[config.mk]
export PLATFORM = sky130hd
export DESIGN_NAME = jt6295_deacc
export DESIGN_NICKNAME = d
export VERILOG_FILES = /design/src/rtl/jt6295_pkg.sv /design/src/rtl/jt6295_deacc_lerp.sv /design/src/rtl/jt6295_deacc.sv
export SDC_FILE = /design/constraint.sdc
export NUM_CORES = 1
export LEC_CHECK = 0
export CAP_MARGIN = 5
export CORE_ASPECT_RATIO = 0.5
export CORE_MARGIN = 1
export CORE_UTILIZATION = 64
export CTS_BUF_LIST = sky130_fd_sc_hd__clkbuf_8 sky130_fd_sc_hd__clkbuf_16
export CTS_CLUSTER_SIZE = 8
export DETAILED_ROUTE_END_ITERATION = 10
export PLACE_DENSITY = 0.95
export REMOVE_ABC_BUFFERS = 1
export SLEW_MARGIN = 20
export SYNTH_ARGS = -nofsm -noshare
export SYNTH_HDL_FRONTEND = slang
export SYNTH_SLANG_ARGS = --single-unit
export TNS_END_PERCENT = 30
[constraint.sdc]
create_clock -name clk -period 6.67 [get_ports clk]
set_input_delay 1.334 -clock clk [delete_from_list [all_inputs] [get_ports clk]]
set_output_delay 1.334 -clock clk [all_outputs]
set_load 0.01 [all_outputs]
[src/rtl/jt6295_pkg.sv]
// Shared widths and constants for the jt6295 sub-sample de-accumulator.
// The interpolator needs CALC_W bits so 4*prev + 4*delta never wraps.
package jt6295_pkg;
    localparam int RATE      = 4;
    localparam int PHASE_W   = 3;
    localparam int PHASE_MAX = 4;
    localparam int ACC_W     = 14;
    localparam int SND_W     = 12;
    localparam int CALC_W    = 18;
endpackage

[src/rtl/jt6295_deacc_lerp.sv]
// Combinational linear interpolator: (4*prev + phase*delta) >>> 4.
// The sum is kept exact at full width so the arithmetic shift floors correctly.
module jt6295_deacc_lerp
    import jt6295_pkg::*;
(
    input  logic signed [ACC_W-1:0]  prev,
    input  logic signed [ACC_W:0]    delta,
    input  logic        [PHASE_W-1:0] phase,
    output logic signed [SND_W-1:0]  result
);
    logic signed [CALC_W-1:0] prev_x4;
    logic signed [CALC_W-1:0] step;
    logic signed [CALC_W-1:0] sum;

    always_comb begin
        prev_x4 = CALC_W'(prev) <<< 2;
        step    = CALC_W'($signed({1'b0, phase})) * CALC_W'(delta);
        sum     = prev_x4 + step;
        // result lies between prev/4 and cur/4, so dropping the top bits is exact
        result  = SND_W'(sum >>> 4);
    end
endmodule

[src/rtl/jt6295_deacc.sv]
// Regenerates a 12-bit cen4-rate stream from 14-bit accumulated cen-rate samples,
// either held (INTERPOL=0) or linearly interpolated across the previous interval.
module jt6295_deacc
    import jt6295_pkg::*;
#(
    parameter int INTERPOL = 1
) (
    input  logic                    clk,
    input  logic                    rst,
    input  logic                    cen,
    input  logic                    cen4,
    input  logic signed [ACC_W-1:0] sound_in,
    output logic signed [SND_W-1:0] sound_out,
    output logic                    sample
);
    logic signed [ACC_W-1:0]  prev;
    logic signed [ACC_W-1:0]  cur;
    logic signed [ACC_W:0]    delta;
    logic        [PHASE_W-1:0] phase;
    logic signed [SND_W-1:0]  next_out;

    generate
        if (INTERPOL != 0) begin : g_lerp
            jt6295_deacc_lerp u_lerp (
                .prev   (prev),
                .delta  (delta),
                .phase  (phase),
                .result (next_out)
            );
        end else begin : g_hold
            assign next_out = SND_W'(cur >>> 2);
        end
    endgenerate

    // Output uses pre-edge state: one cen4 tick of pipeline behind the latch.
    always_ff @(posedge clk) begin
        if (rst) begin
            prev      <= '0;
            cur       <= '0;
            delta     <= '0;
            phase     <= '0;
            sound_out <= '0;
            sample    <= 1'b0;
        end else begin
            sample <= cen4;
            if (cen4) begin
                sound_out <= next_out;
                if (cen) begin
                    prev  <= cur;
                    cur   <= sound_in;
                    delta <= (ACC_W+1)'(sound_in) - (ACC_W+1)'(cur);
                    phase <= '0;
                end else if (phase != PHASE_W'(PHASE_MAX)) begin
                    // saturating at PHASE_MAX makes a starved interval hold cur/4
                    phase <= phase + PHASE_W'(1);
                end
            end
        end
    end
endmodule

### Word level (Yosys, flattened, before mapping)

Cells that the tools add are included.

| storage, ports and cells | value |
|---|---|
| input port bits | 18 |
| output and inout bits | 13 |
| register bits after elaboration | 59 |

| operators by class | value |
|---|---|
| multipliers | 1 |
| add/sub/neg operators | 3 |
| mux-type cells | 2 |
| reductions and logical operators | 3 |
| equal/unequal tests | 1 |

Operator list:

| operator | number |
|---|---|
| $add A16 B16 Y16 | 1 |
| $mul A4 B15 Y16 | 1 |
| $sub A14 B14 Y15 | 1 |
| $mux W3 | 2 |
| $reduce_and A2 Y1 | 2 |
| $add A3 B1 Y3 const B | 1 |
| $ne A3 B3 Y1 const B | 1 |
| $reduce_bool A2 Y1 | 1 |

### Longest topological paths before layout

Gate-level depths: netlist (run 1).

| logic depth | value |
|---|---|
| depth after elaboration | 3 |
| mapped depth | 15 |
| mapped depth without buffers | 13 |

### Cells and area by module

Synthesis (run 1) repeated with hierarchy kept, for this count alone.

| unflattened totals | value |
|---|---|
| cell total of the unflattened synthesis | 569 |
| area, all modules | 4585.6 µm² |

By module, submodules not included:

| module | instances | cells each | area each (µm²) |
|---|---|---|---|
| jt6295_deacc | 1 | 353 | 2865.2 |
| jt6295_deacc_lerp | 1 | 216 | 1720.4 |

### Least setup slack after synthesis (run 1)

No wires, ideal clock.

| timing | value |
|---|---|
| path type | register -> register |
| from | register phase[1] |
| to | register sound_out[10] |
| slack | 3.149 ns |
| stages on the path, launching flop included | 16 |
| clock period less this slack | 3.521 ns |
| arrival time | 3.399 ns |
| required time | 6.548 ns |
| setup time | 0.122 ns |
| path through | dfxtp_1 -> clkbuf_1 -> and2_1 -> ha_1 -> fa_1 -> inv_1 -> fa_1 -> inv_1 -> ha_1 -> clkbuf_1 -> a21o_1 -> a31oi_1 -> o21ai_0 -> a211oi_1 -> xor2_1 -> o21ai_0 |

| between the ends | value |
|---|---|
| longest elaborated chain between the ends | 2 |

Ends and longest elaborated chain:

| element | RTL line | text |
|---|---|---|
| start, declared | jt6295_deacc.sv:19 | `logic [PHASE_W-1:0] phase;` |
| start signal, assigned | jt6295_deacc.sv:55 | `phase <= phase + PHASE_W'(1);` |
| $mul A4 B15 Y16 | jt6295_deacc_lerp.sv:17 | `step = CALC_W'($signed({1'b0, phase})) * CALC_W'(delta);` |
| $add A16 B16 Y16 | jt6295_deacc_lerp.sv:18 | `sum = prev_x4 + step;` |
| end signal, assigned | jt6295_deacc.sv:47 | `sound_out <= next_out;` |
| end, declared | jt6295_deacc.sv:13 | `output logic signed [SND_W-1:0] sound_out,` |

Every way passes these cells.
A chain may end at the register's enable or synchronous reset.

### Final worst setup path (run 1)

Ends and elaborated chain as after synthesis.

==> results.ini, run 1 <==
[cts]
cts_tree = yes
clk_path_buf_depth = 2
cts_buffers = 9
cts_resized = 0
cts_setup_buffers = 0
clk_latency_ns = 0.34
root_buffer = clkbuf_16
cts.sinks = 59
hold_buffers = 0
cts.reportedPaths.clkPinSlew_ns = 0.05
htree_num_levels = 3

[outcome]
outcome = finished, final reports clean

[place]
hpwl_mm = 6.65
port_buffers = 30
place.gp.congestion = 0.865
dpl_cell_area_sq_mm = 0.00461
place_ws_ns = 2.88

[routing]
drc = 0
drtAntennaViolNets = 0
viasPerCell = 5.81
wl_mm = 9.70
vias = 3516
drt_iter0_drc = 179
wire_per_inst_um = 16.0
firstDrtPassIters = 4

[power]
power.density_mw_per_mm2 = 204
leakage_nw = 2.23
ir_drop_mv = 0.140

[sta]
slew_violations = 0
hold_violations = 0
finalWorstSetupSlack_ns = 2.82
fin_crit_sh_pct = 57.7
slew_headroom_pct = 49.7
whs_ns = 0.453
min_period_ns = 3.85
fin_worst_skew_ns = 0.00527
worst_slew_pin_slew_ns = 0.753
setup_viol = 0
rsz0062_at_grt = false
fmax_mhz = 260
tns_ns = 0

[worst_setup_path]
cp.arrival_ns = 4.07
path_max_fanout = 17
required_ns = 6.89
reg2reg_to = sound_out[10]
worstSetupPathType = reg2reg
cp-end-kind = flop
rr_worst_depth = 13
r2r-start = phase[1]
worstSetupStartpointType = flop
rrSetupSlack_ns = 2.82

[cells_and_area]
layout_common_cells = inv_1 (72), dfxtp_1 (59), nand2_1 (43)
diodes = 0
area_growth_pct = 15.7
fillers = 357
drive_gt1_share_pct = 5.03
stdcell_area_sq_mm = 0.00492
layout_commonest_cell = inv_1
fin_nets = 598

[floorplan]
die-area_sq_mm = 0.00700
start_util_pct = 68.3
rows = 20
pin_count = 31
dieWidth_um = 117
die_height_um = 59.7
design.core.area_sq_mm = 0.00623

[job]
maxCapViolations = 0

[synth]
avgSynthCellArea_sq_um = 8.74
synth_area_sq_mm = 0.00426
ys_seq_area_share_pct = 27.8
synthCells = 487
synth.distinct_cells = 53
synth-seq-cells = 59
synth-edff-count = 0
ys_warn_count = 0
synthArstFlopShare_pct = 0
ys.flop_type = dfxtp_1

[global_routing]
grt-ovfl-total = 0
antenna_found_initial = 0
grt_pass1_vias = 3440
grt_usage_pct = 30.3
grt_first_pass_wirelength_mm = 16.1
grt_max_degree = 44

[min_path]
whs_path_depth = 2
min_path_type = reg2reg
hp-start = sound_out[8]
whs_endpoint = sound_out[8]

==> synth_stat cells, drive strengths merged, types with 2 or more instances <==
cell,n,area (sq um)
a32o,2,20.0
nor2b,3,18.8
o22ai,5,31.3
nand3,4,20.0
clkbuf,15,56.3
nor2,16,60.1
a22o,14,123
dfxtp,59,1180
nand2b,8,57.6
xor2,14,123
a211oi,6,45.0
inv,71,267
o311ai,2,17.5
a31oi,4,25.0
o21a,6,45.0
and3,2,13.8
or3,2,12.5
ha,42,526
xnor2,10,87.6
o21ai,38,190
a31o,2,17.5
o31ai,2,20.0
nor3,2,10.0
buf,2,15.0
o2111ai,2,17.5
fa,26,521
and4,3,26.3
a21oi,17,85.1
mux2i,4,40.0
and2,38,241
a21boi,2,15.0
a21o,8,60.1
or2,2,12.5
nand2,43,161
==> area by class of cell <==
class	count	area [sq um]	area share [%]
sequential	59	1180	24.0
multi-input combinational	340	2740	55.7
clock buffer	9	225	4.57
inverter	71	267	5.41
timing repair buffer	31	308	6.25
tap	88	110	2.24
clock inverter	7	92.6	1.88
==> state kept, by name, indices dropped and copies added (netlist names) <==
register	count
sample	1
phase	3
delta	15
prev	14
cur	14
sound_out	12
==> where the power goes <==
| group | internal [mW] | switching (mW) |
|---|---|---|
| combinational | 0.0559 | 0.0706 |
| sequential | 0.368 | 0.0147 |
| clock | 0.326 | 0.171 |
| total | 0.749 | 0.256 |
==> worst max path at each step <==
stage	startpoint	end	slack [ns]
after floorplan	phase[1]	sound_out[11]	3.25
after global placement	phase[1]	sound_out[8]	2.99
after detailed placement	phase[1]	sound_out[10]	2.88
after CTS	phase[1]	sound_out[10]	2.83
after global routing	phase[1]	sound_out[10]	2.60
final	phase[1]	sound_out[10]	2.82
==> critical path, cell delays in order, from the launching register on <==
cell and delay (ns):
dfxtp_1 0.65, and2_1 0.26, ha_1 0.28, fa_1 0.55, inv_1 0.06, fa_1 0.50
inv_1 0.04, ha_1 0.38, a21o_1 0.19, a31oi_1 0.17, o21ai_0 0.10, a211oi_1 0.29
xor2_1 0.16, o21ai_0 0.08
==> metrics by stage <==
| stage | std cells | power (mW) | util, % |
|---|---|---|---|
| floorplan | 470 | 0.465 | - |
| global placement | 589 | 0.504 | 73.9 |
| detailed placement | 589 | 0.509 | 73.9 |
| CTS | 605 | 1.00 | 79.0 |
| global route | 605 | 1.04 | 79.0 |
| finish | 605 | 1.01 | 79.0 |
==> kinds of logic after synthesis <==
group / synth area share, %
simple gates: 15.7
mux: 0.941
compound gates: 18.1
flops: 27.8
fa+ha+maj: 24.6
xor+xnor: 4.94
buf+inv: 7.94
==> layer usage <==
metal / global-route usage (%) / vias to the layer above / part of all wire (%) / routed length (um)
li1: - / 1678 / - / -
met2: 51.1 / 145 / 45 / 4320
met3: 7.54 / 21 / 6.7 / 647
met1: 38.0 / 1672 / 47 / 4530
met5: 0 / - / 0 / 0
met4: 13.5 / 0 / 2.1 / 203
Note: power is estimated with default switching activity, not from simulation.
==> inputs of run 2 (changes only) <==
Settings changed: CORE_UTILIZATION 64 to 60, PLACE_DENSITY 0.95 to 0.92.
Clock period 6.67 ns to 3.65 ns, I/O delays scaled along.
==> run 2 against run 1 <==
  * Core utilization fell by 3.5 points
  * Count of clock-buffer cells in the layout rose by 2
  * Power is 86% higher
  * First-iteration DRC count rose by 87%
  * Cell area increased by 3.9%
  * Critical path depth did not move
  * Final cell count grew 2.8%
  * Via count rose by 6.3%
  * Routed wire length is 16% higher
  * Combinational power is 91% higher
==> results.ini, run 2 (synthesized netlist as in run 1, its figures left out) <==
[cells_and_area]
largest_reg_flops = 15
drive_gt1_share_pct = 9.81
layout_commonest_cell = inv_1
largestRegisters = delta x15, cur x14, prev x14
top_register = delta
fin_nets = 612
layout_common_cells = inv_1 (71), dfxtp_1 (57), nand2_1 (41)
diodes = 0
stdcell_area_sq_mm = 0.00512
fillers = 418
area_growth_pct = 20.3

[routing]
wire_per_inst_um = 18.1
vias = 3736
drtAntennaViolNets = 0
drc = 0
wl_mm = 11.3
drt_iter0_drc = 335
firstDrtPassIters = 5
viasPerCell = 6.01

[place]
place.gp.congestion = 0.888
port_buffers = 30
hpwl_mm = 6.92
dpl_cell_area_sq_mm = 0.00470

[cts]
cts.reportedPaths.clkPinSlew_ns = 0.05
clk_latency_ns = 0.34
cts_tree = yes
htree_num_levels = 3
hold_buffers = 0
clk_path_buf_depth = 2
cts.sinks = 59
root_buffer = clkbuf_16
cts_buffers = 9

[worst_setup_path]
worstSetupPathType = reg2reg
rrSetupSlack_ns = 0.03
worstSetupStartpointType = flop
worstPathCellList = and2_1 -> ha_1 -> fa_1 -> inv_1 -> fa_1 -> inv_1 -> ha_2 -> nand3_1 -> nor2_1 -> o2bb2ai_1 -> a31o_1 -> or4_1 -> o311ai_1
path_max_fanout = 6
rr_worst_depth = 13
cp.arrival_ns = 3.86
reg2reg_to = sound_out[11]
crit_family = adder cells
slowest_delay_ns = 0.59
cp-end-kind = flop
r2r-start = delta[10]
slowest_stage = fa_1
required_ns = 3.89
cp_num_buf_inv = 2

[power]
leakage_nw = 2.31
power_frac_seq_pct = 37.4
combPwrFrac_pct = 13.0
clkPwrFrac_pct = 49.6
switching_power_mw = 0.457
ir_drop_mv = 0.284
internal_power_mw = 1.41
power.density_mw_per_mm2 = 365
switching_share_pct = 24.5

[min_path]
hp-start = sound_out[10]
whs_path_depth = 2
whs_endpoint = sound_out[10]
min_path_type = reg2reg

[sta]
worst_slew_pin_slew_ns = 0.772
fin_worst_skew_ns = 0.00575
tns_ns = 0
slew_headroom_pct = 48.5
setup_viol = 0
slew_violations = 0
whs_ns = 0.449
min_period_ns = 3.62
hold_violations = 0
fin_crit_sh_pct = 99.2
fmax_mhz = 276

[floorplan]
die_height_um = 61.6
start_util_pct = 62.8
design.core.area_sq_mm = 0.00678
die-area_sq_mm = 0.00745
dieWidth_um = 121
rows = 21
pin_count = 31

[global_routing]
antenna_found_initial = 0
grt_pass1_vias = 3505
grt_first_pass_wirelength_mm = 16.3
grt-ovfl-total = 0
grt_usage_pct = 29.3
grt_max_degree = 44

[job]
maxCapViolations = 0

[outcome]
outcome = finished, final reports clean

-- run 2: metrics by stage --
step	power, mW	setup WS, ns	std cells	util [%]
finish	1.87	0.0277	622	75.5
global route	1.93	-0.0965	622	75.5
CTS	1.86	0.0176	619	74.2
detailed placement	0.937	-0.0716	604	69.3
global placement	0.927	0.0640	604	69.3
floorplan	0.850	0.231	470	-
-- run 2: cell type report --
cell class	count	area [sq um]	share of cell area (%)
sequential	59	1190	23.2
timing repair buffer	45	420	8.22
clock buffer	11	253	4.94
inverter	71	267	5.21
clock inverter	4	73.8	1.44
multi-input combinational	340	2800	54.7
tap	92	115	2.25
-- run 2: per-layer routing --
| layer | vias up | track usage, % | routed length [um] |
|---|---|---|---|
| li1 | 1708 | - | - |
| met1 | 1727 | 36.6 | 4600 |
| met2 | 241 | 48.0 | 5060 |
| met3 | 60 | 8.24 | 1090 |
| met4 | 0 | 15.0 | 510 |
| met5 | - | 0 | 0 |
-- run 2: repair_timing --
| action | 4_1_cts | 5_1_grt |
|---|---|---|
| pin swaps | 0 | 8 |
| resized for setup | 2 | 17 |
| buffers inserted | 0 | 3 |
| endpoints found under the setup margin | 8 | 7 |
| gates cloned | 0 | 0 |
-- run 2: worst register-to-register path, cell delays in order (launching register included) --
cell	delay (ns)
dfxtp_1	0.43
and2_1	0.24
ha_1	0.28
fa_1	0.59
inv_1	0.08
fa_1	0.50
inv_1	0.05
ha_2	0.32
nand3_1	0.14
nor2_1	0.09
o2bb2ai_1	0.12
a31o_1	0.20
or4_1	0.40
o311ai_1	0.09
-- run 2: power by group through the flow --
stage | logic, mW | registers, mW | clock network [mW]
6_report | 0.243 | 0.698 | 0.927
5_1_grt | 0.266 | 0.700 | 0.960
4_1_cts | 0.234 | 0.697 | 0.933
3_5_place_dp | 0.229 | 0.708 | 0
3_3_place_gp | 0.221 | 0.706 | 0
2_1_floorplan | 0.149 | 0.701 | 0
-- run 2: how the worst max path moves through the flow --
| stage | from | to | slack [ns] | depth (start not counted) |
|---|---|---|---|---|
| after floorplan | phase[1] | sound_out[11] | 0.23 | 13 |
| after global placement | phase[1] | sound_out[10] | 0.06 | 13 |
| after detailed placement | phase[2] | sound_out[9] | -0.07 | 13 |
| after CTS | phase[1] | sound_out[9] | 0.02 | 13 |
| after global routing | phase[1] | sound_out[10] | -0.1 | 14 |
| final | delta[10] | sound_out[11] | 0.03 | 13 |
==> inputs of run 3 (changes only) <==
Settings changed: CAP_MARGIN 5 to 20, REMOVE_ABC_BUFFERS 1 to not set.
==> run 3 against run 2 <==
  * Core utilization down 0.74 points
  * Count of clock-buffer cells in the layout down 2
  * Via count down 4.4%
  * Setup slack better by 0.079 ns
  * Worst hold slack better by 0.00063 ns
  * Clock power down 7.6%
  * Non-clock buffer count unchanged
  * Critical path type unchanged
  * Highest routed layer unchanged
==> results.ini, run 3 (synthesized netlist as in run 1, its figures left out) <==
[worst_setup_path]
worstSetupStartpointType = flop
required_ns = 3.89
slowest_stage = fa_1
rr_worst_depth = 13
cp.arrival_ns = 3.79
cp-end-kind = flop
reg2reg_to = sound_out[11]
path_max_fanout = 17
worstSetupPathType = reg2reg
slowest_delay_ns = 0.56
worstPathCellList = and2_1 -> ha_1 -> fa_1 -> inv_1 -> fa_1 -> inv_1 -> ha_1 -> a21o_1 -> a21oi_1 -> nand2_2 -> a31o_1 -> or4_1 -> o311ai_1
r2r-start = phase[2]
rrSetupSlack_ns = 0.11

[power]
switching_share_pct = 27.0
ir_drop_mv = 0.280
internal_power_mw = 1.31
clkPwrFrac_pct = 47.7
leakage_nw = 2.29
combPwrFrac_pct = 13.6
switching_power_mw = 0.486
p_total_mw = 1.80
power.density_mw_per_mm2 = 355
power_frac_seq_pct = 38.7

[routing]
vias = 3570
wl_mm = 10.3
viasPerCell = 5.73
drc = 0
drtAntennaViolNets = 0
firstDrtPassIters = 4
drt_iter0_drc = 350
wire_per_inst_um = 16.5

[global_routing]
grt_usage_pct = 29.1
grt-ovfl-total = 0
antenna_found_initial = 0
grt_first_pass_wirelength_mm = 16.1
grt_pass1_vias = 3437
grt_max_degree = 19

[sta]
tns_ns = 0
setup_viol = 0
slew_violations = 0
min_period_ns = 3.54
fin_worst_skew_ns = 0.00971
whs_ns = 0.450
fmax_mhz = 282
slew_headroom_pct = 62.5
hold_violations = 0
fin_crit_sh_pct = 97.1
worst_slew_pin_slew_ns = 0.563

[cts]
htree_num_levels = 3
cts_tree = yes
cts.sinks = 59
clk_path_buf_depth = 2
clk_latency_ns = 0.34
cts_buffers = 9
cts_setup_buffers = 0
root_buffer = clkbuf_16
cts.reportedPaths.clkPinSlew_ns = 0.06

[place]
port_buffers = 30
hpwl_mm = 7.26
dpl_cell_area_sq_mm = 0.00472
place.gp.congestion = 0.879

[outcome]
outcome = finished, final reports clean

[floorplan]
start_util_pct = 62.8
die_height_um = 61.6
pin_count = 31
dieWidth_um = 121
rows = 21
die-area_sq_mm = 0.00745
design.core.area_sq_mm = 0.00678

[job]
maxCapViolations = 0

[cells_and_area]
top_register = delta
largestRegisters = delta x15, cur x14, prev x14
drive_gt1_share_pct = 9.42
layout_commonest_cell = inv_1
stdcell_area_sq_mm = 0.00507
diodes = 0
fin_nets = 612
area_growth_pct = 19.1
largest_reg_flops = 15
layout_common_cells = inv_1 (71), dfxtp_1 (57), nand2_1 (42)

[min_path]
hp-start = sound_out[8]
min_path_type = reg2reg
whs_endpoint = sound_out[8]
whs_path_depth = 2

[synth]
syn-num-nets = 573

==> run 3: changes by cell type in the layout (fill, tap and decap cells not counted), sizes merged <==
cell,before,now
inv,71,73
clkinvlp,0,2
bufinv,2,1
clkbuf,11,9
==> run 3: routing by layer <==
metal / vias to the layer above / GRT usage [%] / share of wire (%)
met1: 1684 / 37.0 / 46
met3: 31 / 7.22 / 7.3
li1: 1710 / - / -
met4: 0 / 11.3 / 2.1
met5: - / 0 / 0
met2: 145 / 49.3 / 45
==> run 3: cell type report <==
cell class	instances	area, sq um
Tap cell	92	115
Inverter	71	267
Clock buffer	9	225
Clock inverter	7	76.3
Timing Repair Buffer	45	413
Fill cell	447	1710
Sequential cell	59	1190
Multi-Input combinational cell	340	2780
==> run 3: worst max-delay path: cells and delay by family, from the launching register on <==
kind	cells	cell delay, ns
adders and majority gates	4	1.56
and+or+nand+nor	3	0.67
AOI/OAI and AO/OA	4	0.70
buffers and inverters	2	0.12
DFF	1	0.40
==> run 3: worst max-delay path by stage <==
stage	slack [ns]	depth (start not counted)	end	start
6_report	0.11	13	sound_out[11]	phase[2]
5_1_grt	-0.03	13	sound_out[9]	phase[2]
4_1_cts	0.09	13	sound_out[11]	phase[2]
3_5_place_dp	-0.03	13	sound_out[10]	phase[2]
3_3_place_gp	0.04	13	sound_out[10]	phase[2]
2_1_floorplan	0.13	15	sound_out[10]	phase[1]
==> run 3: repair_timing <==
item / CTS / global route
pin swaps: 0 / 2
endpoints found under the setup margin: 3 / 7
resized for setup: 2 / 9
hold buffers: 0 / 0
==> run 3: power groups by stage <==
stage	logic [mW]	registers (mW)	clock network, mW
after global routing	0.269	0.698	0.892
after floorplan	0.160	0.700	0
after CTS	0.240	0.696	0.858
after detailed placement	0.235	0.708	0
after global placement	0.226	0.706	0
final	0.245	0.696	0.857
==> run 3: through the flow <==
step / instances / utilization [%] / worst slack, ns
2_1_floorplan: 487 / - / 0.129
3_3_place_gp: 607 / 69.7 / 0.0367
3_5_place_dp: 607 / 69.7 / -0.0321
4_1_cts: 623 / 74.2 / 0.0881
5_1_grt: 623 / 74.8 / -0.0295
6_report: 623 / 74.8 / 0.107
